## src/rtl/mem_bus_ctrl.sv

```systemverilog
// Serialises the core's fetch, load and store channels onto one single-port word bus.
// Fixed priority store > load > inst; registered responses; bus timeout sets a sticky error.
module mem_bus_ctrl #(
  parameter int W           = 32,
  parameter int BUS_TIMEOUT = 15
) (
  input  logic         clk,
  input  logic         rst,
  input  logic         inst_req,
  input  logic [W-1:0] inst_addr,
  output logic [W-1:0] inst_data,
  output logic         inst_done,
  input  logic         load_req,
  input  logic [W-1:0] load_addr,
  output logic [W-1:0] load_data,
  output logic         load_done,
  input  logic         store_req,
  input  logic [W-1:0] store_addr,
  input  logic [W-1:0] store_data,
  output logic         store_done,
  output logic         busy,
  output logic         bus_cyc,
  output logic         bus_we,
  output logic [W-1:0] bus_addr,
  output logic [W-1:0] bus_wdata,
  input  logic [W-1:0] bus_rdata,
  input  logic         bus_ack,
  output logic         bus_err
);

  typedef enum logic [1:0] {IDLE, BUS, DONE} state_t;
  typedef enum logic [1:0] {CH_INST, CH_LOAD, CH_STORE} chan_t;

  localparam logic [7:0]   CNT_LAST   = 8'(BUS_TIMEOUT - 1);
  localparam logic [W-1:0] ALIGN_MASK = ~W'(3);

  state_t       state_q, state_d;
  chan_t        chan_q, chan_d;
  logic         we_q, we_d;
  logic [W-1:0] addr_q, addr_d;
  logic [W-1:0] wdata_q, wdata_d;
  logic [7:0]   cnt_q, cnt_d;
  logic [W-1:0] inst_data_q, inst_data_d;
  logic [W-1:0] load_data_q, load_data_d;
  logic         err_q, err_d;

  always_ff @(posedge clk) begin
    if (rst) begin
      state_q     <= IDLE;
      chan_q      <= CH_INST;
      we_q        <= 1'b0;
      addr_q      <= '0;
      wdata_q     <= '0;
      cnt_q       <= '0;
      inst_data_q <= '0;
      load_data_q <= '0;
      err_q       <= 1'b0;
    end else begin
      state_q     <= state_d;
      chan_q      <= chan_d;
      we_q        <= we_d;
      addr_q      <= addr_d;
      wdata_q     <= wdata_d;
      cnt_q       <= cnt_d;
      inst_data_q <= inst_data_d;
      load_data_q <= load_data_d;
      err_q       <= err_d;
    end
  end

  always_comb begin
    state_d     = state_q;
    chan_d      = chan_q;
    we_d        = we_q;
    addr_d      = addr_q;
    wdata_d     = wdata_q;
    cnt_d       = cnt_q;
    inst_data_d = inst_data_q;
    load_data_d = load_data_q;
    err_d       = err_q;
    unique case (state_q)
      IDLE: begin
        cnt_d = '0;
        if (store_req) begin
          chan_d  = CH_STORE;
          we_d    = 1'b1;
          addr_d  = store_addr & ALIGN_MASK;
          wdata_d = store_data;
          state_d = BUS;
        end else if (load_req) begin
          chan_d  = CH_LOAD;
          we_d    = 1'b0;
          addr_d  = load_addr & ALIGN_MASK;
          wdata_d = '0;
          state_d = BUS;
        end else if (inst_req) begin
          chan_d  = CH_INST;
          we_d    = 1'b0;
          addr_d  = inst_addr & ALIGN_MASK;
          wdata_d = '0;
          state_d = BUS;
        end
      end
      BUS: begin
        if (bus_ack) begin
          if (chan_q == CH_LOAD) load_data_d = bus_rdata;
          if (chan_q == CH_INST) inst_data_d = bus_rdata;
          state_d = DONE;
        end else if (cnt_q == CNT_LAST) begin
          // Aborted reads return zero so the core never sees stale data.
          if (chan_q == CH_LOAD) load_data_d = '0;
          if (chan_q == CH_INST) inst_data_d = '0;
          err_d   = 1'b1;
          state_d = DONE;
        end else begin
          cnt_d = cnt_q + 8'd1;
        end
      end
      DONE: state_d = IDLE;
      default: state_d = IDLE;
    endcase
  end

  assign busy       = (state_q != IDLE);
  assign bus_cyc    = (state_q == BUS);
  assign bus_we     = we_q;
  assign bus_addr   = addr_q;
  assign bus_wdata  = wdata_q;
  assign bus_err    = err_q;
  assign inst_data  = inst_data_q;
  assign load_data  = load_data_q;
  assign inst_done  = (state_q == DONE) && (chan_q == CH_INST);
  assign load_done  = (state_q == DONE) && (chan_q == CH_LOAD);
  assign store_done = (state_q == DONE) && (chan_q == CH_STORE);

endmodule

```

## config.mk

```make
export PLATFORM = sky130hd
export DESIGN_NAME = mem_bus_ctrl
export DESIGN_NICKNAME = d
export VERILOG_FILES = /design/src/rtl/mem_bus_ctrl.sv
export SDC_FILE = /design/constraint.sdc
export NUM_CORES = 1
export LEC_CHECK = 0
export ABC_AREA = 1
export CORE_MARGIN = 3
export CORE_UTILIZATION = 43
export CTS_CLUSTER_SIZE = 16
export DETAILED_ROUTE_END_ITERATION = 16
export PLACE_DENSITY = 0.95
export SLEW_MARGIN = 25
export SYNTH_ARGS = -nofsm -noshare
export SYNTH_HDL_FRONTEND = slang
export SYNTH_SLANG_ARGS = --single-unit
```

## constraint.sdc

```tcl
create_clock -name clk -period 3.5 [get_ports clk]
set_input_delay 0.7 -clock clk [delete_from_list [all_inputs] [get_ports clk]]
set_output_delay 0.7 -clock clk [all_outputs]
set_load 0.005 [all_outputs]
```

# Word level (Yosys, flattened, before mapping)
# Index checks and enable logic that the tools add are counted.
[word_totals] ff_bits=142 in_bits=166 out_inout_bits=135
[op_classes] addsub=1 n_eq_ne=9 n_mux=29 n_bitwise=1 n_reduce_logical=15
[op_table] cell="32-bit two-way mux" n=14
[op_table] cell="2-bit two-way mux" n=8
[op_table] cell="8-bit two-way mux" n=2
[op_table] cell="8-bit one-hot mux with 2 select lines" n=1
[op_table] cell="3-bit AND reduction" n=4
[op_table] cell="8-bit by 1-bit adder with 8-bit output, second input constant" n=1
[op_table] cell="8-bit by 4-bit == test with 1-bit output, second input constant" n=1
[op_table] cell="2-bit nonzero test" n=3
[op_table] cell="2-bit by 1-bit == test with 1-bit output, second input constant" n=2
[op_table] cell="2-bit == test, second input constant" n=2
[op_table] cell="2-bit logical NOT" n=2
[op_table] cell="2-bit != test, second input constant" n=2
[op_table] cell="4-bit != test, second input constant" n=1
[op_table] cell="2-bit one-hot mux with 2 select lines" n=1
[op_table] cell="2-bit AND reduction" n=2
[op_table] cell="1-bit logical AND" n=3
[op_table] cell="1-bit two-way mux" n=3
[op_table] cell="3-bit by 1-bit != test with 1-bit output, second input constant" n=1
[op_table] cell="3-bit nonzero test" n=1
[op_table] cell="1-bit NOT" n=1

# Depth between registers and ports, before layout
[depth] depth_word=4 depth_mapped=9 ltp_nobuf=9

# Worst setup path before layout
# OpenSTA, ideal clock, no wires.
[synth_timing] kind="input -> register" from="in store_req" to="reg addr_q[10], in the netlist bus_addr[10]" arrival_time_ns=1.641 slack_ns=1.736 cell_stages=8 n_path_buf=3 cell_sequence="or2_0 buf_2 o21bai_4 buf_8 inv_6 buf_6 o21ai_1 a21oi_1"
[synth_via] elab_chain_cells=2 elab_cells_between_ends=3
[synth_rtl] element="start, declared" line_no="17" rtl="input logic store_req,"
[synth_rtl] element="3-bit nonzero test (no source line)"
[synth_rtl] element="2-bit AND reduction (no source line)"
[synth_rtl] element="end signal, assigned" line_no="62" rtl="addr_q <= addr_d;"
[synth_rtl] element="end, declared" line_no="40" rtl="logic [W-1:0] addr_q, addr_d;"
# Several ways; a longest one is shown, not always the timed one.
# A chain may end at the register's enable or synchronous reset.

# Worst setup path after layout
[layout_timing] from="reg state_q[1]" to="out bus_cyc"
[layout_via] elab_chain_cells=1
[layout_rtl] element="start, declared" line_no="37" rtl="state_t state_q, state_d;"
[layout_rtl] element="start signal, assigned" line_no="59" rtl="state_q <= state_d;"
[layout_rtl] element="2-bit by 1-bit == test with 1-bit output" line_no="125" rtl="assign bus_cyc = (state_q == BUS);"
[layout_rtl] element="end, declared" line_no="22" rtl="output logic bus_cyc,"
# Every way passes these cells.

==> metrics.cfg <==
[outcome]
status=completed

[pwr]
power_leakage_nw=3.29
p_clk_share_pct=43.2
ir_worst_vdd_mv=0.366
swShare_pct=24.7
p_sw_mw=1.08
seqPwrFrac_pct=39.5
p_per_area_mw_per_mm2=470
total_power_mw=4.37
pwr-share-comb_pct=17.3
internal-power_mw=3.29

[clocking]
holdBufCountCts=0
clock_path_buffers=2
path_clk_slew_ns=0.05
htreeDepth=4
cts_sinks=139
clockRootBuffer=clkbuf_16
cts_tree=yes
cts_resized=0
cts_buffers=17
postCtsSetupBuffers=0
clk_latency_ns=0.41

[finish]
seq_area_mm2=0.00278
drive_gt1_share_pct=8.73
final_cell_area_mm2=0.00931
fillers=959
antenna_cells=0
multi_input_area_mm2=0.00260
nNetsFinal=1152
area_growth_pct=59.6
layout_commonest_cell=clkdlybuf4s50_1
layoutNonFillerInstCount=1168
mostFrequentLayoutCells=clkdlybuf4s50_1 (290), nand2_1 (156), dfxtp_1 (139)
final_util_pct=72.0

[place]
dp.cells=1137
hpwl_um=14200
place_congestion=0.896
preCtsSetupSlack_ns=1.03
numPortBuffers=292
dpl_cell_area_mm2=0.00868

[timing]
worstMarginPinSlew_ns=0.759
whs_ns=0.460
maxSlewHeadroom_pct=49.3
tns_ns=0
hold_viol=0
fin_crit_ns=2.72
rsz0062_at_grt=false
finalSetupViolCount=0
finClkSkew_ns=0.0105
slew_violations=0
min_period_over_period_pct=77.6
setup_ws_ns=0.784
max_freq_mhz=368

[floorplanning]
die_x_um=122
die_y_um=122
initial_core_util_pct=45.1
die-area_mm2=0.0150
ios=301
std_cell_rows=41
core_area_mm2=0.0129

[grt]
grt.total_usage_pct=26.4
antenna_found_initial=0
gr-total-overflow=0
grt_max_degree=71
first_global_vias=6061
grt_pass1_wl_um=31400

[detailed_routing]
ant_nets=0
drt_wl_total_um=20700
drtIter0Drc=672
vias_per_cell=5.46
routedWlPerCell_um=17.7
vias=6382
drt_first_pass_iters=5
post-route-drc-count=0

[yosys]
ys_ff_latch=139
ys.warnings.count=0
synth_edf_count=0
ys_types=30
avgSynthCellArea_um2=8.02
syn-cell-area_mm2=0.00583
synth_cells=727
synthArstFlopShare_pct=0
ys.flop_type=dfxtp_1
synth-seq-area-share_pct=47.7

[setup_path]
critPathMaxFanout=34
slowest_delay_ns=0.61
critPathLaunchType=register
endpoint_kind=output pin
critPathKind=register to output pin
cp.required_ns=2.80
cp_top_family=buffers and inverters
crit_arrival_ns=2.02
path_buf_inv=3
path_cells=clkinv_2 -> nand2_2 -> inv_2 -> clkdlybuf4s50_1
critPathSlowestCell=clkdlybuf4s50_1

[worst_hold_path]
hold_class=register to register

[job]
cap_violations=0

[worst paths after layout]
| kind | cells past startpoint | slack, ns | endpoint | from |
|---|---|---|---|---|
| min reg2reg | 2 | 0.46 | load_data[7] | load_data[7] |
| max reg2reg | 7 | 1.29 | inst_data[12] | state_q[1] |
| max | 4 | 0.78 | bus_cyc | state_q[1] |
| min | 2 | 0.46 | load_data[7] | load_data[7] |
[per-layer routing]
layer	GRT usage (%)	wire, um	vias up
met5	0	0	-
li1	-	-	3058
met2	45.5	10500	288
met1	31.5	7930	2985
met3	5.90	1460	51
met4	11.6	746	0
[worst reg2reg max path: stages (launching register included)]
cell      delay (ns)
dfxtp_1         0.31
clkinv_2        0.12
nand2_2         0.12
inv_2           0.44
nand3_1         0.51
buf_4           0.39
nand2_1         0.10
a21oi_1         0.07
[power groups by stage]
stage | Sequential [mW] | Combinational [mW] | Clock (mW)
after floorplan | 1.76 | 0.336 | 0
after global placement | 1.76 | 0.730 | 0
final | 1.73 | 0.754 | 1.89
after CTS | 1.73 | 0.752 | 1.92
after global routing | 1.74 | 0.812 | 1.98
after detailed placement | 1.76 | 0.746 | 0
[layout make-up]
| class | instances | area share, % |
|---|---|---|
| Clock inverter | 9 | 1.44 |
| Tap cell | 172 | 2.31 |
| Clock buffer | 22 | 5.31 |
| Timing Repair Buffer | 303 | 32.2 |
| Inverter | 20 | 0.874 |
| Multi-Input combinational cell | 503 | 27.9 |
| Sequential cell | 139 | 29.9 |
[registers in the layout, indices dropped and copies added (netlist names)]
signal,flops
load_data,32
bus_addr,30
bus_err,1
chan_q,2
bus_wdata,32
inst_data,32
state_q,2
cnt_q,8
[cells by family after synthesis]
group | share of synthesized area (%)
AO/OA/AOI/OAI | 20.0
adder cells (fa/ha/maj) | 0.429
buffers and inverters | 7.83
flip-flops | 47.7
other | 0.0643
AND/OR/NAND/NOR | 24.0
[synth_stat cells (12+ instances only)]
| library cell | n | area share (%) |
|---|---|---|
| nor2_1 | 20 | 1.3 |
| buf_2 | 12 | 1.0 |
| o221ai_1 | 30 | 4.5 |
| clkbuf_1 | 38 | 2.4 |
| dfxtp_1 | 139 | 48 |
| a21oi_1 | 136 | 12 |
| o21ai_1 | 29 | 2.5 |
| buf_6 | 12 | 2.3 |
| nand2_1 | 156 | 10 |
| inv_1 | 17 | 1.1 |
| nand3_1 | 12 | 1.0 |
| or2_2 | 31 | 3.3 |
| nand4_1 | 67 | 7.2 |
Note: power is estimated with default switching activity, not from simulation.
